## config.mk

```make
export PLATFORM = sky130hd
export DESIGN_NAME = if_dp_queue_flat
export DESIGN_NICKNAME = d
export VERILOG_FILES = /design/src/rtl/if_dp_queue_if.sv /design/src/rtl/if_dp_queue.sv /design/src/flat_wrapper.sv
export SDC_FILE = /design/constraint.sdc
export NUM_CORES = 1
export LEC_CHECK = 0
export ABC_AREA = 1
export BUFFER_PORTS_ARGS = -buffer_cell sky130_fd_sc_hd__buf_2
export CAP_MARGIN = 30
export CORE_UTILIZATION = 45
export DETAILED_ROUTE_END_ITERATION = 16
export PLACE_DENSITY_LB_ADDON = 0.3
export SLEW_MARGIN = 0
export SYNTH_ARGS = -nofsm -noshare
export SYNTH_HDL_FRONTEND = slang
export SYNTH_SLANG_ARGS = --single-unit
export TNS_END_PERCENT = 10
```

## constraint.sdc

```tcl
create_clock -name clock -period 7.5 [get_ports clock]
set_input_delay 0.375 -clock clock [delete_from_list [all_inputs] [get_ports clock]]
set_output_delay 0.375 -clock clock [all_outputs]
set_load 0.005 [all_outputs]
```

## src/rtl/if_dp_queue_if.sv

```systemverilog
// Fetch-to-dispatch handshake bundle for the instruction queue.
// master = fetch/dispatch side, slave = the queue itself.
interface if_dp_queue_if #(
    parameter int XLEN = 32
);
    logic            if_valid;
    logic [XLEN-1:0] if_inst;
    logic [XLEN-1:0] if_PC;
    logic [XLEN-1:0] if_NPC;
    logic            if_pred_taken;
    logic            if_ready;

    logic            dp_stall;
    logic            dp_valid;
    logic [XLEN-1:0] dp_inst;
    logic [XLEN-1:0] dp_PC;
    logic [XLEN-1:0] dp_NPC;
    logic            dp_pred_taken;

    modport master (
        output if_valid, if_inst, if_PC, if_NPC, if_pred_taken, dp_stall,
        input  if_ready, dp_valid, dp_inst, dp_PC, dp_NPC, dp_pred_taken
    );

    modport slave (
        input  if_valid, if_inst, if_PC, if_NPC, if_pred_taken, dp_stall,
        output if_ready, dp_valid, dp_inst, dp_PC, dp_NPC, dp_pred_taken
    );
endinterface

```

## src/rtl/if_dp_queue.sv

```systemverilog
// Circular instruction queue between fetch and dispatch; squash drops every entry.
// Optional IFQ_BYPASS_EN: an empty queue forwards fetch straight to dispatch.
module if_dp_queue #(
    parameter int DEPTH = 4,
    parameter int XLEN  = 32
) (
    input  logic                   clock,
    input  logic                   reset,
    input  logic                   squash,
    if_dp_queue_if.slave           q,
    output logic [$clog2(DEPTH):0] count
);
    localparam int              PW       = $clog2(DEPTH);
    localparam logic [PW:0]     FULL_CNT = (PW+1)'(DEPTH);
    localparam logic [XLEN-1:0] NOP      = XLEN'(32'h0000_0013);

    logic [PW-1:0]   head;
    logic [PW-1:0]   tail;
    logic [DEPTH-1:0] ent_valid;
    logic [XLEN-1:0] mem_inst [DEPTH];
    logic [XLEN-1:0] mem_pc   [DEPTH];
    logic [XLEN-1:0] mem_npc  [DEPTH];
    logic [DEPTH-1:0] mem_pt;

    logic            full;
    logic            head_valid;
    logic            byp;
    logic            enq;
    logic            deq;
    logic [PW:0]     count_nxt;

    assign full       = (count == FULL_CNT);
    assign head_valid = ent_valid[head];

`ifdef IFQ_BYPASS_EN
    assign byp = (count == '0) & q.if_valid & ~squash;
`else
    assign byp = 1'b0;
`endif

    // A bypassed instruction taken by dispatch this cycle never lands in the array.
    assign enq = q.if_valid & ~full & ~squash & ~(byp & ~q.dp_stall);
    assign deq = head_valid & ~q.dp_stall & ~squash;

    assign q.if_ready = ~full;

    always_comb begin
        count_nxt = count + {{PW{1'b0}}, enq} - {{PW{1'b0}}, deq};
    end

    always_comb begin
        q.dp_valid      = 1'b0;
        q.dp_inst       = NOP;
        q.dp_PC         = '0;
        q.dp_NPC        = '0;
        q.dp_pred_taken = 1'b0;
        if (head_valid) begin
            q.dp_valid      = 1'b1;
            q.dp_inst       = mem_inst[head];
            q.dp_PC         = mem_pc[head];
            q.dp_NPC        = mem_npc[head];
            q.dp_pred_taken = mem_pt[head];
        end else if (byp) begin
            q.dp_valid      = 1'b1;
            q.dp_inst       = q.if_inst;
            q.dp_PC         = q.if_PC;
            q.dp_NPC        = q.if_NPC;
            q.dp_pred_taken = q.if_pred_taken;
        end
    end

    always_ff @(posedge clock or negedge reset) begin
        if (!reset) begin
            head      <= '0;
            tail      <= '0;
            count     <= '0;
            ent_valid <= '0;
        end else if (squash) begin
            head      <= '0;
            tail      <= '0;
            count     <= '0;
            ent_valid <= '0;
        end else begin
            // head==tail only when empty or full, so enq and deq never hit the same slot
            if (enq) begin
                tail            <= tail + 1'b1;
                ent_valid[tail] <= 1'b1;
            end
            if (deq) begin
                head            <= head + 1'b1;
                ent_valid[head] <= 1'b0;
            end
            count <= count_nxt;
        end
    end

    always_ff @(posedge clock) begin
        if (enq) begin
            mem_inst[tail] <= q.if_inst;
            mem_pc[tail]   <= q.if_PC;
            mem_npc[tail]  <= q.if_NPC;
            mem_pt[tail]   <= q.if_pred_taken;
        end
    end

    a_count_max: assert property (@(posedge clock) disable iff (!reset)
        count <= FULL_CNT);
    a_no_enq_full: assert property (@(posedge clock) disable iff (!reset)
        !(enq && full));
    a_no_deq_empty: assert property (@(posedge clock) disable iff (!reset)
        !(deq && count == '0));
endmodule

```

## src/flat_wrapper.sv

```systemverilog
// flat-port wrapper written by rule: the top's interface ports become plain ports
module if_dp_queue_flat 
#(
    parameter int DEPTH = 4,
    parameter int XLEN  = 32
)
  (clock, reset, squash, count, q_if_valid, q_if_inst, q_if_PC, q_if_NPC, q_if_pred_taken, q_dp_stall, q_if_ready, q_dp_valid, q_dp_inst, q_dp_PC, q_dp_NPC, q_dp_pred_taken);
  if_dp_queue_if #(.XLEN(XLEN)) q_i ();
  input  logic clock;
  input  logic reset;
  input  logic squash;
  output logic [$clog2(DEPTH):0] count;
  input wire logic [$bits(q_i.if_valid)-1:0] q_if_valid;
  input wire logic [$bits(q_i.if_inst)-1:0] q_if_inst;
  input wire logic [$bits(q_i.if_PC)-1:0] q_if_PC;
  input wire logic [$bits(q_i.if_NPC)-1:0] q_if_NPC;
  input wire logic [$bits(q_i.if_pred_taken)-1:0] q_if_pred_taken;
  input wire logic [$bits(q_i.dp_stall)-1:0] q_dp_stall;
  output wire logic [$bits(q_i.if_ready)-1:0] q_if_ready;
  output wire logic [$bits(q_i.dp_valid)-1:0] q_dp_valid;
  output wire logic [$bits(q_i.dp_inst)-1:0] q_dp_inst;
  output wire logic [$bits(q_i.dp_PC)-1:0] q_dp_PC;
  output wire logic [$bits(q_i.dp_NPC)-1:0] q_dp_NPC;
  output wire logic [$bits(q_i.dp_pred_taken)-1:0] q_dp_pred_taken;
  assign q_i.if_valid = q_if_valid;
  assign q_i.if_inst = q_if_inst;
  assign q_i.if_PC = q_if_PC;
  assign q_i.if_NPC = q_if_NPC;
  assign q_i.if_pred_taken = q_if_pred_taken;
  assign q_i.dp_stall = q_dp_stall;
  assign q_if_ready = q_i.if_ready;
  assign q_dp_valid = q_i.dp_valid;
  assign q_dp_inst = q_i.dp_inst;
  assign q_dp_PC = q_i.dp_PC;
  assign q_dp_NPC = q_i.dp_NPC;
  assign q_dp_pred_taken = q_i.dp_pred_taken;
  if_dp_queue #(.DEPTH(DEPTH), .XLEN(XLEN)) u_core (.clock(clock), .reset(reset), .squash(squash), .q(q_i), .count(count));
endmodule
```

Yosys cells after proc, flatten, opt, wreduce, memory -nomap -nowiden --
Memory sizes are Yosys's and may differ from the RTL's. Cells that the tools add are included.
Storage, ports and cells: register bits 15, memories kept 3, bits in writable memories 384, output and inout port bits 102, word-level logic and storage cells 56
Memory list:
- u_core.mem_inst | words 4, bits a word 32, read ports 1, clocked after Yosys merged registers in 0, write ports 1, RTL line if_dp_queue.sv:20 | logic [XLEN-1:0] mem_inst [DEPTH];
- u_core.mem_npc | words 4, bits a word 32, read ports 1, clocked after Yosys merged registers in 0, write ports 1, RTL line if_dp_queue.sv:22 | logic [XLEN-1:0] mem_npc [DEPTH];
- u_core.mem_pc | words 4, bits a word 32, read ports 1, clocked after Yosys merged registers in 0, write ports 1, RTL line if_dp_queue.sv:21 | logic [XLEN-1:0] mem_pc [DEPTH];
Cells by class: mux-type cells 25, bitwise gates (word level) 10, equal/unequal tests 1, reduce and logical (&&, ||, !) cells 4, magnitude comparators 4, $add $sub $neg 4
Operator list (count):
- $mux 32 | 3
- $mux 4 | 4
- $mux 1 | 8
- $mux 2 | 4
- $lt 2x3->1 const B | 2
- $add 2x1->2 const B | 2
- $and 1x1->1 | 4
- $and 4x4->4 | 1
- $bmux 1 s2 | 2
- $bwmux 4 | 1
- $demux 1 s2 | 2
- $ge 2x1->1 const B | 2
- $not 4->4 | 1
- $or 4x4->4 | 1
- $reduce_bool 2->1 | 2
- $add 3x1->3 | 1
- $eq 3x3->1 const B | 1
- $mux 3 | 1
- $not 1->1 | 3
- $sub 3x1->3 | 1
- $logic_and 1x1->1 | 2

Longest topological paths before layout --
Gate-level depths: netlist of run 1.
depth in word-level cells 10, mapped depth 16

Worst setup path before layout of run 1 --
Ideal clock, no wire load.
path type register to register, from register u_core.count[1], to memory u_core.mem_inst[0][0], enable pin, arrival 4.863 ns, clock period less this slack 5.417 ns, buffers on the path 0, stages on the path, launching flop included 5, setup slack 2.083 ns, cell sequence dfrtp_1 nor2_1 nand2_1 nand3_1 nor2_1
On the way: word-level cells in the longest chain between the ends 6
RTL lines:
- from (decl) | RTL line if_dp_queue.sv:11 | output logic [$clog2(DEPTH):0] count
- from (signal assigned) | RTL line if_dp_queue.sv:93 | count <= count_nxt;
- $eq 3x3->1 | RTL line if_dp_queue.sv:32 | assign full = (count == FULL_CNT);
- $not 1->1
- net q_if_ready | RTL line flat_wrapper.sv:19 | output wire logic [$bits(q_i.if_ready)-1:0] q_if_ready;
- $and 1x1->1 (2 in a row) | RTL line if_dp_queue.sv:42 | assign enq = q.if_valid & ~full & ~squash & ~(byp & ~q.dp_stall);
- $mux 1 | RTL line if_dp_queue.sv:98 | if (enq) begin
- $mux 1 (not written as such) | RTL line if_dp_queue.sv:99 | mem_inst[tail] <= q.if_inst;
- to (decl) | RTL line if_dp_queue.sv:20
The timed path passes the listed nets, and every way through them passes these cells.

Worst setup path after layout of run 1 --
from register u_core.head[0], to output port q_dp_inst[4]
On the way: word-level cells in the longest chain between the ends 3, elaborated cells on any way between the ends 4, classes of those cells mux: 3; memory: 1
RTL lines:
- from (decl) | RTL line if_dp_queue.sv:17 | logic [PW-1:0] head;
- from (signal assigned) | RTL line if_dp_queue.sv:90 | head <= head + 1'b1;
- $bmux 1 s2 | RTL line if_dp_queue.sv:33 | assign head_valid = ent_valid[head];
- $mux 1 (not written as such) | RTL line if_dp_queue.sv:33
- $mux 32 * | RTL line if_dp_queue.sv:57 | if (head_valid) begin
- to (decl) | RTL line flat_wrapper.sv:21 | output wire logic [$bits(q_i.dp_inst)-1:0] q_dp_inst;
Every way passes the cells marked *; elsewhere a longest branch is shown, timed or not. The select of a mux whose other input is x is not followed.

==> results of run 1 <==
==> repair_timing <==
item                      CTS  global route
setup buffers               0             0
hold buffers                1             0
hold endpoints to repair   11             0
==> registers in the layout (all words and copies together), names as in the netlist <==
signal and flops:
u_core.mem_inst 128, u_core.tail 2, u_core.ent_valid 4, u_core.mem_npc 128
u_core.mem_pt 4, u_core.mem_pc 128, u_core.head 2, u_core.count 3
==> power breakdown <==
part / total [µW] / internal [µW] / leakage [µW] / switching, µW
combinational: 1190 / 403 / 0.00303 / 786
sequential: 2660 / 2590 / 0.00367 / 66.4
clock: 1770 / 1000 / 0.000563 / 767
total: 5620 / 4000 / 0.00726 / 1620
==> through the flow <==
stage	instance area [µm²]	instances
floorplan	15850	1231
global placement	17140	1827
detailed placement	17160	1828
CTS	18330	1901
global route	18340	1905
finish	18350	1907
==> cell usage in the layout, fill, tap and decap left out <==
| cell type | netlist | routed |
|---|---|---|
| nand3_1 | 5 | 5 |
| o221ai_1 | 3 | 3 |
| xor2_1 | 1 | 1 |
| o22ai_1 | 94 | 94 |
| ha_1 | 10 | 10 |
| clkinvlp_4 | 0 | 2 |
| o21ai_1 | 27 | 27 |
| diode_2 | 0 | 6 |
| nor2_1 | 203 | 199 |
| clkbuf_1 | 35 | 11 |
| nand2_1 | 114 | 114 |
| clkinv_1 | 0 | 11 |
| fa_1 | 1 | 1 |
| inv_6 | 1 | 1 |
| buf_4 | 10 | 14 |
| dlygate4sd3_1 | 0 | 1 |
| nand2_4 | 0 | 1 |
| buf_2 | 17 | 203 |
| clkinv_2 | 0 | 8 |
| o21ai_0 | 173 | 173 |
| dfrtp_1 | 11 | 9 |
| buf_12 | 0 | 1 |
| clkbuf_16 | 0 | 41 |
| xnor2_1 | 1 | 1 |
| nand4_1 | 6 | 6 |
| inv_1 | 115 | 115 |
| edfxtp_1 | 388 | 388 |
| nor2_4 | 0 | 4 |
| dfrtp_4 | 0 | 2 |
==> path summary, 6_finish.rpt <==
path | slack [ns] | depth (start not counted) | to
hold / removal | 0.08 | 1 | u_core.mem_pc[3][3]
hold reg to reg | 0.60 | 4 | u_core.ent_valid[2]
min in group asynchronous | 0.27 | 2 | u_core.count[2]
setup / recovery | 3.41 | 7 | q_dp_inst[4]
setup reg to reg | 3.81 | 13 | u_core.count[2]
max in group asynchronous | 7.00 | 2 | u_core.head[1]
==> cell families after synthesis <==
kind of cell / synth area share (%)
adder cells (fa/ha/maj): 0.9157
XOR/XNOR: 0.1105
flip-flops: 75.24
AO/OA/AOI/OAI: 10.19
buffers and inverters: 5.597
AND/OR/NAND/NOR: 7.941
==> synthesized netlist by cell type <==
master	count
edfxtp_1	388
nor2_1	203
o21ai_0	173
inv_1	115
nand2_1	114
o22ai_1	94
clkbuf_1	35
o21ai_1	27
buf_2	17
buf_6	13
dfrtp_1	11
buf_4	10
ha_1	10
nand4_1	6
nand3_1	5
o221ai_1	3
clkbuf_2	1
fa_1	1
inv_2	1
inv_6	1
nand2_2	1
xnor2_1	1
xor2_1	1
==> cell type report <==
cell class	count	area (µm²)
clock buffer	52	1067
timing repair buffer	219	1151
clock inverter	20	91.34
inverter	117	445.4
fill	2974	16280
antenna	6	15.01
tap	455	569.3
multi-input combinational	639	3072
sequential	399	11930
==> per-layer routing <==
layer | vias to the layer above | global-route usage, % | share of wire, %
met5 | - | 0 | 0.15
met2 | 258 | 31.73 | 49
met3 | 47 | 4.021 | 6.3
li1 | 4743 | - | -
met4 | 8 | 5.056 | 2.0
met1 | 4788 | 24.07 | 42
==> worst max-delay path, cell delays in order, from the launching register on <==
cell and delay [ns]:
dfrtp_4 0.90, inv_6 0.44, nand2_1 0.15, nand3_1 0.12
nand2_4 0.47, buf_4 0.64, o221ai_1 0.25, buf_2 0.18
==> metrics.yaml, run 1 <==
outcome:
  status: "finished clean"
clocking:
  clock_sinks: 399
  cts.htree.levels: 2
  clkTransAtPathRegs_ns: 0.06
  cts_resized: 0
  numCtsBuffers: 40
  clockBufferDepth: 3
  clk_latency_ns: 0.51
  cts_root_buffer: "clkbuf_16"
  cts_tree: "built"
setup_path:
  r2r-start: "u_core.head[0]"
  startpoint: "u_core.head[0]"
  cp_max_fo: 100
  cp-start-kind: "register"
  crit_path_end_kind: "output port"
  worst-setup-path-type: "reg -> out"
  arrival_ns: 3.72
  required_ns: 7.12
detailed_routing:
  ant_nets: 0
  drt-initial-drc-count: 626
  vias_per_cell: 5.162
  vias: 9844
  totalWireLength_um: 33730
  drc: 0
  dr.pass1.iters: 5
  routedWlPerCell_um: 17.69
grt:
  grt_overflow: 0
  grt_pass1_wl_um: 51540
  antenna_found_initial: 8
  grt_usage_pct: 18.62
  grt_max_degree: 101
  grt_pass1_vias: 9387
synthesis:
  yosys-top-cells-area: "edfxtp_1 74%, o21ai_0 5.5%, nor2_1 4.8%"
  yosys.area.top_type: "edfxtp_1"
  ys_ff_latch: 399
  netlist_area_mm2: 0.01585
  synth_top_area_share_pct: 73.51
  syn_area_per_cell_um2: 12.88
  yosysWarnings: 0
  ys_seq_area_share_pct: 75.24
  yosys.cell_types.count: 23
  synthesis.nets: 1344
  netlist_instances: 1231
layout:
  layout-drive-gt1-share_pct: 19.16
  nets: 1529
  fin_util_pct: 52.98
  area_delta_synth_final_pct: 15.74
die:
  rows: 68
  core_area_mm2: 0.03463
  io_pins: 204
  die_w_um: 189.7
  dieArea_mm2: 0.03598
  dieHeight_um: 189.7
  start_util_pct: 45.77
sta:
  relSlewSlack_pct: 33.54
  finalSetupTns_ns: 0
  max_freq_mhz: 244.3
  worst_clock_skew_ns: 0.01016
  finalCritPeriodShare_pct: 54.58
  hold_viol: 0
  slew_viol_final: 0
  layout_setup_ws_ns: 3.406
  rsz0062_at_grt: "no"
  fin_crit_ns: 4.094
  setup_viol: 0
  worstMarginPinSlew_ns: 0.9970
  worst_hold_slack_ns: 0.07558
placement:
  io_buffers: 203
  dp_slack_ns: 3.793
  hpwl_um: 18760
  globalplace.congestion: 0.7688
worst_hold_path:
  min_from: "q_if_PC[3]"
  worst_hold_path_type: "in -> reg"
power:
  p_leak_uw: 0.007257
  power.density_mw_per_mm2: 306.1
  finalPower_uw: 5616
  ir_worst_vdd_mv: 0.2294
flow_run:
  drv_cap: 0
(Power assumes the default switching activity.)
==> inputs of run 2 (changes only) <==
==> constraint.sdc (replaced) <==
create_clock -name clock -period 3.6 [get_ports clock]
set_input_delay 0.18 -clock clock [delete_from_list [all_inputs] [get_ports clock]]
set_output_delay 0.18 -clock clock [all_outputs]
set_load 0.005 [all_outputs]
==> metrics.yaml, run 2 (same netlist as run 1, synthesis figures left out) <==
outcome:
  status: "finished clean"
power:
  p_leak_uw: 0.007747  # +6.8%
  power.density_mw_per_mm2: 623.3  # +100%
  ir_worst_vdd_mv: 0.5175  # +130%
  finalPower_uw: 12160  # +120%
sta:
  rsz0062_at_grt: "no"
  relSlewSlack_pct: 43.02  # +9.5 points
  max_freq_mhz: 319.6
  finalCritPeriodShare_pct: 86.93
  worstMarginPinSlew_ns: 0.8546  # -0.1423 ns
  hold_viol: 0  # unchanged
  fin_crit_ns: 3.129
  worst_clock_skew_ns: 0.01252  # +0.002360 ns
  worst_hold_slack_ns: 0.05330  # -0.02227 ns
  setup_viol: 0  # unchanged
  finalSetupTns_ns: 0  # unchanged
  slew_viol_final: 0  # unchanged
detailed_routing:
  dr.pass1.iters: 5  # unchanged
  drc: 0  # unchanged
  ant_nets: 0  # unchanged
  vias_per_cell: 5.186  # +0.47%
  totalWireLength_um: 34960  # +3.7%
  drt-initial-drc-count: 721  # +15%
  routedWlPerCell_um: 17.43  # -1.5%
  vias: 10400  # +5.7%
layout:
  nets: 1632  # +6.7%
  mostFrequentLayoutCells: "388 x edfxtp_1, 203 x buf_2, 199 x nor2_1, 173 x o21ai_0, 115 x inv_1"
  stdcell_area_mm2: 0.01951  # +6.3%
  diodes: 0  # -6
  layout-drive-gt1-share_pct: 17.92  # -1.2 points
  layout.cells.non_filler: 2006  # +5.2%
  layout_commonest_cell: "edfxtp_1"
  top_regs: "u_core.mem_inst x128, u_core.mem_npc x128, u_core.mem_pc x128"
  area_delta_synth_final_pct: 23.08
clocking:
  clk_latency_ns: 0.52  # about the same
  cts.htree.levels: 2  # unchanged
  cts-hold-fix-buffers: 100  # +99
  clockBufferDepth: 3  # unchanged
  post_cts_buffers: 0  # unchanged
  numCtsBuffers: 42  # +5.0%
  cts_root_buffer: "clkbuf_16"
  clkTransAtPathRegs_ns: 0.06  # about the same
  cts_tree: "built"
  clock_sinks: 399  # unchanged
  cts_resized: 0  # unchanged
worst_hold_path:
  min_from: "q_dp_stall"
  worst_hold_path_type: "in -> reg"
setup_path:
  startpoint: "u_core.head[0]"
  r2r-start: "u_core.head[0]"
  worst-setup-path-type: "reg -> out"
  arrival_ns: 2.95  # -0.77 ns
  cp-start-kind: "register"
  cp_max_fo: 78  # -22%
  required_ns: 3.42  # -3.70 ns
  crit_path_end_kind: "output port"
grt:
  antenna_found_initial: 3  # -5
  grt_overflow: 0  # unchanged
  grt_pass1_wl_um: 54650  # +6.1%
  grt_pass1_vias: 10270  # +9.4%
  grt_usage_pct: 19.47  # +0.85 points
  grt_max_degree: 105  # +4.0%
die:
  start_util_pct: 45.77  # unchanged
  io_pins: 204  # unchanged
  core_area_mm2: 0.03463  # unchanged
  dieArea_mm2: 0.03598  # unchanged
  die_w_um: 189.7  # unchanged
  dieHeight_um: 189.7  # unchanged
  rows: 68  # unchanged
placement:
  place_area_mm2: 0.01725  # +0.50%
  dp_cells: 1830  # +0.11%
  hpwl_um: 18460  # -1.6%
  globalplace.congestion: 0.7118  # -7.4%
  io_buffers: 203  # unchanged
flow_run:
  drv_cap: 0  # unchanged
[run 2: worst max-delay path, cell delays in order, from the launching register on]
cell and delay (ns):
dfrtp_4 0.66, inv_6 0.34, buf_4 0.71, o21ai_0 0.18, o22ai_1 0.17, nand2_1 0.11
inv_1 0.08, buf_2 0.10
[run 2: power breakdown]
| group | switching (µW) | total [µW] | internal [µW] |
|---|---|---|---|
| clock | 1670 | 3990 | 2330 |
| combinational | 1710 | 2650 | 942 |
| sequential | 117 | 5510 | 5400 |
[run 2: layout make-up]
class                   count  area, µm²
multi-input cells         639       3072
well taps                 455      569.3
inverters                 117      445.4
repair buffers            320       2227
fillers                  2855      15120
clock buffers              56       1125
clock inverters            20      136.4
flip-flops and latches    399      11930
[run 2: stage by stage]
step	util, %	setup slack, ns
after floorplan	-	-0.2431
after global placement	49.73	0.9144
after detailed placement	49.80	0.9228
after CTS	56.34	0.4721
after global routing	56.34	0.2084
final	56.34	0.4707
[run 2: final timing paths]
path                                  endpoint  slack, ns  depth (start not counted)
setup reg to reg               u_core.count[2]       0.94                         13
hold reg to reg            u_core.ent_valid[0]       0.59                          4
hold / removal                  u_core.head[0]       0.05                          4
max in group asynchronous       u_core.head[0]       3.29                          2
setup / recovery                   q_dp_NPC[4]       0.47                          7
min in group asynchronous       u_core.tail[0]       0.07                          2
[run 2: per-layer routing]
layer / share of wire [%] / vias up / global-route usage (%)
li1: - / 4948 / -
met1: 43 / 5094 / 24.84
met2: 49 / 297 / 33.95
met3: 5.6 / 59 / 3.597
met4: 2.0 / 6 / 5.428
met5: 0.097 / - / 0
==> inputs of run 3 (changes only) <==
==> constraint.sdc (replaced) <==
create_clock -name clock -period 3.1 [get_ports clock]
set_input_delay 0.155 -clock clock [delete_from_list [all_inputs] [get_ports clock]]
set_output_delay 0.155 -clock clock [all_outputs]
set_load 0.005 [all_outputs]
==> metrics.yaml, run 3 (same netlist as run 1, synthesis figures left out) <==
sta:
  finalCritPeriodShare_pct: 91.63
  layout_setup_ws_ns: 0.2594  # -0.2113 ns
  rsz0062_at_grt: "no"
  worst_hold_slack_ns: 0.05151  # -0.001795 ns
  setup_viol: 0  # unchanged
  finalSetupTns_ns: 0  # unchanged
  worstMarginPinSlew_ns: 1.007  # +0.1524 ns
  relSlewSlack_pct: 32.87  # -10 points
  worst_clock_skew_ns: 0.01024  # -0.002279 ns
  max_freq_mhz: 352.0
  fin_crit_ns: 2.841
  hold_viol: 0  # unchanged
  slew_viol_final: 0  # unchanged
setup_path:
  cp-start-kind: "register"
  crit_buf_inv: 4  # unchanged
  required_ns: 2.94  # -0.48 ns
  rr_endpoint: "u_core.count[2]"
  r2r-start: "u_core.head[1]"
  path_cells: "inv_6 -> buf_4 -> o21ai_0 -> o22ai_1 -> nand2_1 -> inv_1 -> buf_2"
  cp_max_fo: 95  # +22%
  critical-path-max-stage-delay_ns: 0.73  # +0.02 ns
  r2r_slack_ns: 0.72  # -0.22 ns
  worst_path_max_delay_cell: "buf_4"
  arrival_ns: 2.69  # -0.26 ns
  worst-setup-path-type: "reg -> out"
  crit_path_end_kind: "output port"
  crit_family: "buffers and inverters"
  ff2ff_path_depth: 12  # -1
power:
  p_leak_uw: 0.007809  # +0.80%
  p_seq_share_pct: 44.2  # -1.2 points
  ir_worst_vdd_mv: 0.5100  # -1.5%
  pwr-share-comb_pct: 21.9  # about the same
  p_int_uw: 10250  # +18%
  p_switching_uw: 4108  # +18%
  switching_share_pct: 28.61  # -0.11 points
  power.density_mw_per_mm2: 731.1  # +17%
  clkPwrFrac_pct: 33.9  # +1.1 points
placement:
  dp_slack_ns: 0.7178  # -0.2050 ns
  io_buffers: 203  # unchanged
  globalplace.congestion: 0.7370  # +3.5%
  hpwl_um: 18850  # +2.1%
layout:
  area_delta_synth_final_pct: 23.91
  top_regs: "u_core.mem_inst x128, u_core.mem_npc x128, u_core.mem_pc x128"
  nets: 1634  # +0.12%
  layout_commonest_cell: "edfxtp_1"
  layout-drive-gt1-share_pct: 18.92  # +0.99 points
  mostFrequentLayoutCells: "388 x edfxtp_1, 203 x buf_2, 199 x nor2_1, 173 x o21ai_0, 115 x inv_1"
  fin_util_pct: 56.72  # +0.38 points
detailed_routing:
  ant_nets: 0  # unchanged
  routedWlPerCell_um: 17.47  # +0.26%
  drt-initial-drc-count: 690  # -4.3%
  vias_per_cell: 5.149  # -0.73%
  dr.pass1.iters: 7  # +2
  vias: 10350  # -0.53%
  drc: 0  # unchanged
  totalWireLength_um: 35120  # +0.46%
die:
  dieArea_mm2: 0.03598  # unchanged
  core_area_mm2: 0.03463  # unchanged
  io_pins: 204  # unchanged
  die_w_um: 189.7  # unchanged
  rows: 68  # unchanged
  dieHeight_um: 189.7  # unchanged
  start_util_pct: 45.77  # unchanged
outcome:
  status: "finished clean"
clocking:
  clkTransAtPathRegs_ns: 0.06  # about the same
  numCtsBuffers: 42  # unchanged
  cts.htree.levels: 2  # unchanged
  cts_tree: "built"
  clockBufferDepth: 3  # unchanged
  cts_resized: 0  # unchanged
  cts_root_buffer: "clkbuf_16"
  clock_sinks: 399  # unchanged
  clk_latency_ns: 0.53  # about the same
grt:
  grt_max_degree: 105  # unchanged
  grt_pass1_wl_um: 54620  # about the same
  antenna_found_initial: 4  # +1
  grt_pass1_vias: 10320  # +0.48%
  grt_usage_pct: 19.51  # +0.037 points
  grt_overflow: 0  # unchanged
worst_hold_path:
  worst_hold_path_type: "in -> async"
flow_run:
  drv_cap: 0  # unchanged
-- run 3: worst max path at each step --
stage / startpoint / endpoint / slack, ns / cells past startpoint
CTS: u_core.head[0] / q_dp_inst[29] / 0.25 / 7
global route: u_core.head[0] / q_dp_inst[29] / 0.02 / 7
finish: u_core.head[0] / q_dp_inst[3] / 0.26 / 7
global placement: u_core.head[1] / u_core.count[2] / 0.69 / 12
detailed placement: u_core.head[1] / u_core.count[2] / 0.72 / 12
floorplan: u_core.count[1] / u_core.mem_inst[0][0] / -0.74 / 4
-- run 3: layout make-up --
cell class              count  area (µm²)
diodes                      1       2.502
clock buffers              49        1099
clock inverters            28       246.5
fillers                  2809       14990
inverters                 117       445.4
multi-input cells         639        3072
flip-flops and latches    399       11930
well taps                 455       569.3
repair buffers            322        2272
-- run 3: power by group through the flow --
| stage | logic, µW | clock network [µW] | registers, µW |
|---|---|---|---|
| 3_5_place_dp | 3090 | 0 | 6460 |
| 5_1_grt | 3540 | 5170 | 6370 |
| 2_1_floorplan | 1960 | 0 | 6470 |
| 6_report | 3150 | 4860 | 6350 |
| 3_3_place_gp | 3040 | 0 | 6450 |
| 4_1_cts | 3200 | 4950 | 6350 |
-- run 3: layer usage --
metal | track usage [%] | wire length (µm) | vias to the layer above | share of wire [%]
li1 | - | - | 4941 | -
met1 | 24.50 | 14810 | 5058 | 42
met2 | 33.97 | 17500 | 284 | 50
met3 | 3.874 | 2056 | 60 | 5.9
met4 | 6.048 | 714 | 6 | 2.0
met5 | 0 | 36 | - | 0.10
-- run 3: metrics by stage --
stage | total power, µW | area (µm²) | instances
detailed placement | 9552 | 17290 | 1832
global placement | 9499 | 17290 | 1832
global route | 15090 | 19640 | 2010
finish | 14360 | 19640 | 2010
floorplan | 8433 | 15860 | 1231
CTS | 14500 | 19640 | 2009
-- run 3: what timing repair did --
action                     CTS  global route
setup endpoints to repair    0             0
setup buffers                0             0
hold buffers               100             0
hold endpoints to repair   404             0
